===== src/rtl/ps2_mouse_init.sv =====
// ps2_mouse_init: host-side PS/2 mouse bring-up sequencer.
// Sends FF (reset), F3/rate (sample rate) and F4 (enable reporting) in turn, and
// checks every device reply. It raises stream_en once the device is streaming,
// or init_fail once too many attempts have failed.
// Optional build macro PS2_WHEEL_EN inserts the IntelliMouse knock sequence
// (F3 C8 F3 64 F3 50 F2) and samples the returned device ID into wheel.
module ps2_mouse_init #(
    parameter int unsigned TIMEOUT_CYC = 2_000_000,
    parameter int unsigned RETRIES     = 3,
    parameter logic [7:0]  SAMPLE_RATE = 8'd100
) (
    input  logic       clk,
    input  logic       reset,
    output logic [7:0] tx_data,
    output logic       tx_req,
    input  logic       tx_done,
    input  logic [7:0] rx_data,
    input  logic       rx_valid,
    input  logic       rx_error,
    output logic       stream_en,
    output logic       wheel,
    output logic       init_fail
);
    localparam logic [3:0] S_SEND     = 4'd0;
    localparam logic [3:0] S_WAIT_TX  = 4'd1;
    localparam logic [3:0] S_WAIT_ACK = 4'd2;
    localparam logic [3:0] S_WAIT_BAT = 4'd3;
    localparam logic [3:0] S_WAIT_ID  = 4'd4;
    localparam logic [3:0] S_NEXT     = 4'd5;
    localparam logic [3:0] S_DONE     = 4'd6;
    localparam logic [3:0] S_FAIL     = 4'd7;
`ifdef PS2_WHEEL_EN
    localparam logic [3:0] S_WAIT_ID2 = 4'd8;
    localparam logic [3:0] LAST_STEP  = 4'd10;
    localparam logic [3:0] ID_STEP    = 4'd7;   // step that sends F2 (read ID)
`else
    localparam logic [3:0] LAST_STEP  = 4'd3;
`endif

    localparam int TW = $clog2(TIMEOUT_CYC + 1) + 1;
    localparam logic [TW-1:0] TMO_LAST = TW'(TIMEOUT_CYC - 1);
    localparam int RW = $clog2(RETRIES + 2) + 1;

    logic [3:0]    state;
    logic [3:0]    step;
    logic [TW-1:0] tmr;
    logic [RW-1:0] retry_cnt;
    logic [RW-1:0] retry_nxt;
    logic          retry_over;
    logic          timeout;
    logic          pend_vld;
    logic          pend_err;
    logic [7:0]    pend_data;
    logic          rsp_vld;
    logic          rsp_err;
    logic [7:0]    rsp_byte;
    logic          resend;
    logic          restart;
`ifdef PS2_WHEEL_EN
    logic          wheel_q;
    assign wheel = wheel_q;
`else
    assign wheel = 1'b0;
`endif

    // Command ROM indexed by step.
    function automatic logic [7:0] rom_byte(input logic [3:0] s);
`ifdef PS2_WHEEL_EN
        case (s)
            4'd0:    rom_byte = 8'hFF;
            4'd1:    rom_byte = 8'hF3;
            4'd2:    rom_byte = 8'hC8;
            4'd3:    rom_byte = 8'hF3;
            4'd4:    rom_byte = 8'h64;
            4'd5:    rom_byte = 8'hF3;
            4'd6:    rom_byte = 8'h50;
            4'd7:    rom_byte = 8'hF2;
            4'd8:    rom_byte = 8'hF3;
            4'd9:    rom_byte = SAMPLE_RATE;
            default: rom_byte = 8'hF4;
        endcase
`else
        case (s)
            4'd0:    rom_byte = 8'hFF;
            4'd1:    rom_byte = 8'hF3;
            4'd2:    rom_byte = SAMPLE_RATE;
            default: rom_byte = 8'hF4;
        endcase
`endif
    endfunction

    assign retry_nxt  = retry_cnt + 1'b1;
    assign retry_over = retry_nxt > RW'(RETRIES);
    assign timeout    = tmr >= TMO_LAST;

    // Effective response: a byte latched during WAIT_TX takes precedence; error beats data.
    always_comb begin
        rsp_vld  = pend_vld | rx_valid | rx_error;
        rsp_err  = pend_vld ? pend_err  : rx_error;
        rsp_byte = pend_vld ? pend_data : rx_data;
    end

    // Classify the current cycle as resend-same-step, restart-from-FF, or neither.
    always_comb begin
        resend  = 1'b0;
        restart = 1'b0;
        case (state)
            S_WAIT_TX:  restart = !tx_done && timeout;
            S_WAIT_ACK: begin
                if (rsp_vld) begin
                    if (rsp_err)                resend = 1'b0;
                    else if (rsp_byte == 8'hFE) resend = 1'b1;
                    restart = rsp_err || (rsp_byte != 8'hFA && rsp_byte != 8'hFE);
                end else begin
                    restart = timeout;
                end
            end
            S_WAIT_BAT: restart = rsp_vld ? (rsp_err || rsp_byte != 8'hAA) : timeout;
            S_WAIT_ID:  restart = rsp_vld ? (rsp_err || rsp_byte != 8'h00) : timeout;
            default:    ;
        endcase
    end

    // Sequencer state, retry bookkeeping, response latch and registered outputs.
    always_ff @(posedge clk) begin
        if (reset) begin
            state     <= S_SEND;
            step      <= 4'd0;
            retry_cnt <= '0;
            tmr       <= '0;
            tx_req    <= 1'b0;
            tx_data   <= 8'h00;
            stream_en <= 1'b0;
            init_fail <= 1'b0;
            pend_vld  <= 1'b0;
            pend_err  <= 1'b0;
            pend_data <= 8'h00;
`ifdef PS2_WHEEL_EN
            wheel_q   <= 1'b0;
`endif
        end else begin
            if (tmr != '1) tmr <= tmr + 1'b1;
            if (state != S_WAIT_TX) pend_vld <= 1'b0;
            if (resend || restart) begin
                tx_req    <= 1'b0;
                tmr       <= '0;
                retry_cnt <= retry_nxt;
                if (retry_over) begin
                    state     <= S_FAIL;
                    init_fail <= 1'b1;
                end else begin
                    state <= S_SEND;
                    if (restart) step <= 4'd0;
                end
            end else begin
                case (state)
                    S_SEND: begin
                        tx_data <= rom_byte(step);
                        tx_req  <= 1'b1;
                        state   <= S_WAIT_TX;
                        tmr     <= '0;
                    end
                    S_WAIT_TX: begin
                        if (rx_valid || rx_error) begin
                            pend_vld  <= 1'b1;
                            pend_err  <= rx_error;
                            pend_data <= rx_data;
                        end
                        if (tx_done) begin
                            tx_req <= 1'b0;
                            state  <= S_WAIT_ACK;
                            tmr    <= '0;
                        end
                    end
                    S_WAIT_ACK: begin
                        if (rsp_vld) begin
                            tmr <= '0;
                            if (step == 4'd0)      state <= S_WAIT_BAT;
`ifdef PS2_WHEEL_EN
                            else if (step == ID_STEP) state <= S_WAIT_ID2;
`endif
                            else                   state <= S_NEXT;
                        end
                    end
                    S_WAIT_BAT: if (rsp_vld) begin state <= S_WAIT_ID; tmr <= '0; end
                    S_WAIT_ID:  if (rsp_vld) begin state <= S_NEXT;    tmr <= '0; end
`ifdef PS2_WHEEL_EN
                    S_WAIT_ID2: begin
                        if (rsp_vld || timeout) begin
                            wheel_q <= rsp_vld && !rsp_err && rsp_byte == 8'h03;
                            state   <= S_NEXT;
                            tmr     <= '0;
                        end
                    end
`endif
                    S_NEXT: begin
                        tmr <= '0;
                        if (step == LAST_STEP) begin
                            state     <= S_DONE;
                            stream_en <= 1'b1;
                        end else begin
                            step  <= step + 1'b1;
                            state <= S_SEND;
                        end
                    end
                    S_DONE:  ;
                    S_FAIL:  ;
                    default: begin
                        state <= S_SEND;
                        tmr   <= '0;
                    end
                endcase
            end
        end
    end
endmodule

===== config.mk =====
export PLATFORM = sky130hd
export DESIGN_NAME = ps2_mouse_init
export DESIGN_NICKNAME = d
export VERILOG_FILES = /design/src/rtl/ps2_mouse_init.sv
export SDC_FILE = /design/constraint.sdc
export NUM_CORES = 1
export LEC_CHECK = 0
export BUFFER_PORTS_ARGS = -buffer_cell sky130_fd_sc_hd__buf_2
export CAP_MARGIN = 10
export CELL_PAD_IN_SITES_DETAIL_PLACEMENT = 0
export CELL_PAD_IN_SITES_GLOBAL_PLACEMENT = 1
export CORE_UTILIZATION = 40
export DETAILED_ROUTE_END_ITERATION = 10
export GPL_ROUTABILITY_DRIVEN = 0
export PLACE_DENSITY_LB_ADDON = 0.1
export SYNTH_ARGS = -nofsm -noshare
export SYNTH_HDL_FRONTEND = slang
export SYNTH_SLANG_ARGS = --single-unit

===== constraint.sdc =====
create_clock -name clk -period 4.8 [get_ports clk]
set_input_delay 0.48 -clock clk [delete_from_list [all_inputs] [get_ports clk]]
set_output_delay 0.48 -clock clk [all_outputs]
set_load 0.005 [all_outputs]

==> impl_metrics.csv <==
group,metric,value,unit
timing,finClkSkew,8.522,ps
floorplanning,die_x,84.33,µm
outcome,violations,"design-rule violations",
cts,insertion_delay,300,ps
worst_hold_path,hold_depth,3,
cells_and_area,layout_commonest_cell,"dfxtp_1",
place,io_buffers,23,
power,switching_power,395.8,µW
routing,initialDrtViolationCount,114,
worst_setup_path,r2r_cells,6,
routing,wl,6102,µm
cts,numCtsBuffers,5,
global_route,grt-ovfl-total,0,
cells_and_area,stdcell_area,2903,µm²
synth,async_flop_share,0,%
place,dp_slack,2151,ps
place,dp_cells,417,
timing,slew_viol_final,0,
power,power_frac_clock,21.9,%
place,place_area,2821,µm²
synth,synth_top_area_share,37.66,%
power,p_leak,0.9805,nW
cts,postCtsSetupRepairBufs,0,
worst_setup_path,cp-startpoint,"pend_vld",
cts,cts_tree,"done",
cts,cts.sinks,51,
job,max_cap_violations,0,
cts,clock-root-buffer,"clkbuf_8",
power,seqPwrFrac,48.9,%
power,swShare,35.41,%
global_route,grt_start_max_net_pins,30,
synth,netlist_instances,334,
cts,ctsResizeCount,0,
floorplanning,die_area,7112,µm²
timing,setup_viol,0,
synth,synthFlopType,"dfxtp_1",
global_route,grt_pass1_vias,2153,
timing,hold_viol_final,0,
routing,antenna_left,0,
power,p_int,721.9,µW
routing,num_vias,2326,
worst_setup_path,critPathKind,"flop to flop",
floorplanning,die_h,84.33,µm
floorplanning,rows,29,
cts,clock_path_buffers,2,
timing,fin_ws,2194,ps
synth,synth_area,2711,µm²
floorplanning,io_pins,25,
worst_setup_path,arrival,2810,ps
floorplanning,start_util,41.98,%
worst_hold_path,hold_path_class,"primary input to flop",
timing,worst_pin_slew,644.3,ps
worst_hold_path,holdCritStartpoint,"rx_data[0]",
outcome,outcome,"finished with violations",
synth,synth_seq_cells,51,
timing,rsz0062_at_grt,"no",
routing,dr.pass1.iters,7,
synth,yosys.cell_types.count,59,
global_route,antenna_found_initial,0,
worst_setup_path,cp_data_required_time,5000,ps
worst_setup_path,startpoint_type,"flop",
worst_setup_path,end_kind,"flop",
cells_and_area,postLayoutCoreUtil,44.94,%
timing,timing.hold.ws,435.8,ps
global_route,grt_pass1_wl,10370,µm
timing,fmax,383.7,MHz
cells_and_area,fill_cells,686,
synth,synth_nets,353,
timing,final_min_period_over_clock_period,54.29,%
synth,yosys_warnings,0,
worst_setup_path,worstPathMaxFanout,13,
cts,hold_buffers,0,
cts,clk_pin_slew_worst_paths,90,ps
cells_and_area,antennaDiodeCount,0,
cells_and_area,nNetsFinal,366,
routing,wl_per_cell,14.36,µm
synth,avgSynthCellArea,8.118,µm²
cells_and_area,stdcell_count,425,
power,power,1.118,mW
routing,route.detailed.drc,7,
place,dp_hpwl,4285,µm
global_route,grtUsageTotal,17.93,%
cells_and_area,drive_above_1_share,11.21,%
routing,drt-vias-per-instance,5.473,
timing,fin_crit,2606,ps
power,combPwrFrac,29.2,%
synth,synth_enable_flop_cells,0,
power,peakVddDrop,0.1863,mV
synth,ys_top_cells_by_area,"dfxtp_1 38%, nor2_1 6.4%, nand3_1 5.0%",
synth,ys_seq_area_share,37.66,%
worst_setup_path,r2r-start,"pend_vld",
cells_and_area,area_delta_synth_final,7.060,%
timing,slew_headroom,56.72,%
power,powerDensity,385.1,nW/µm²
worst_setup_path,reg2reg_slack,2190,ps
timing,fin_tns_setup,0,ps
cells_and_area,mostFrequentLayoutCells,"51 x dfxtp_1, 46 x nor2_1, 27 x nand3_1",
cts,cts_htree_levels,2,
synth,yosysTopAreaCell,"dfxtp_1",
floorplanning,core,6459,µm²
## flip-flops by register name, summed over array words and instances (netlist names)
| signal | flops |
|---|---|
| stream_en | 1 |
| retry_cnt | 4 |
| pend_vld | 1 |
| pend_err | 1 |
| init_fail | 1 |
| tx_req | 1 |
| tmr | 22 |
| tx_data | 5 |
| step | 4 |
| state | 3 |
| pend_data | 8 |
## cell usage after synthesis, types with 6 or more instances
cell type,number
nand3_1,27
nor3_1,12
nand4_1,12
dfxtp_1,51
ha_1,6
inv_1,8
xor2_1,15
nor2_1,46
nand2_1,23
clkbuf_1,6
a21oi_1,23
o21ai_0,17
## critical path, cell delays in order, from the launching register on
cell       delay, ps
dfxtp_1          610
nor3b_1          340
a2bb2oi_1        250
o21ai_0          100
a21oi_1          470
and3_1           410
mux2_4           320
## kinds of logic after synthesis
logic type               Yosys count  synth area share, %
AO/OA/AOI/OAI                     70                16.61
multiplexers                       8                3.230
AND/OR/NAND/NOR                  152                28.15
other                              1               0.1383
flip-flops                        51                37.66
buffers and inverters             26                4.983
adder cells (fa/ha/maj)            6                2.769
XOR/XNOR                          20                6.461
## layer usage
layer / wire, µm / GRT usage [%]
met5: 0 / 0
met4: 59 / 5.085
met3: 147 / 3.245
met2: 2558 / 26.23
met1: 3336 / 26.83
## final cells by class
cell class / count / area, µm² / share of cell area, %
Clock buffer: 7 / 76.32 / 2.629
Clock inverter: 1 / 5.005 / 0.1724
Inverter: 9 / 33.78 / 1.164
Multi-Input combinational cell: 257 / 1555 / 53.58
Sequential cell: 51 / 1021 / 35.17
Tap cell: 77 / 96.34 / 3.319
Timing Repair Buffer: 23 / 115.1 / 3.966
## final timing paths
path | endpoint
min reg2reg | tx_data[3]
max reg2reg | retry_cnt[0]
min | pend_data[0]
max | retry_cnt[0]
## power groups by stage
stage / sequential, mW / combinational, mW / clock (mW)
after floorplan: 0.524 / 0.284 / 0
after global placement: 0.556 / 0.327 / 0
after detailed placement: 0.556 / 0.326 / 0
after CTS: 0.546 / 0.327 / 0.257
after global routing: 0.559 / 0.366 / 0.270
final: 0.546 / 0.326 / 0.245
No activity file was read; power rests on OpenSTA's default activity.
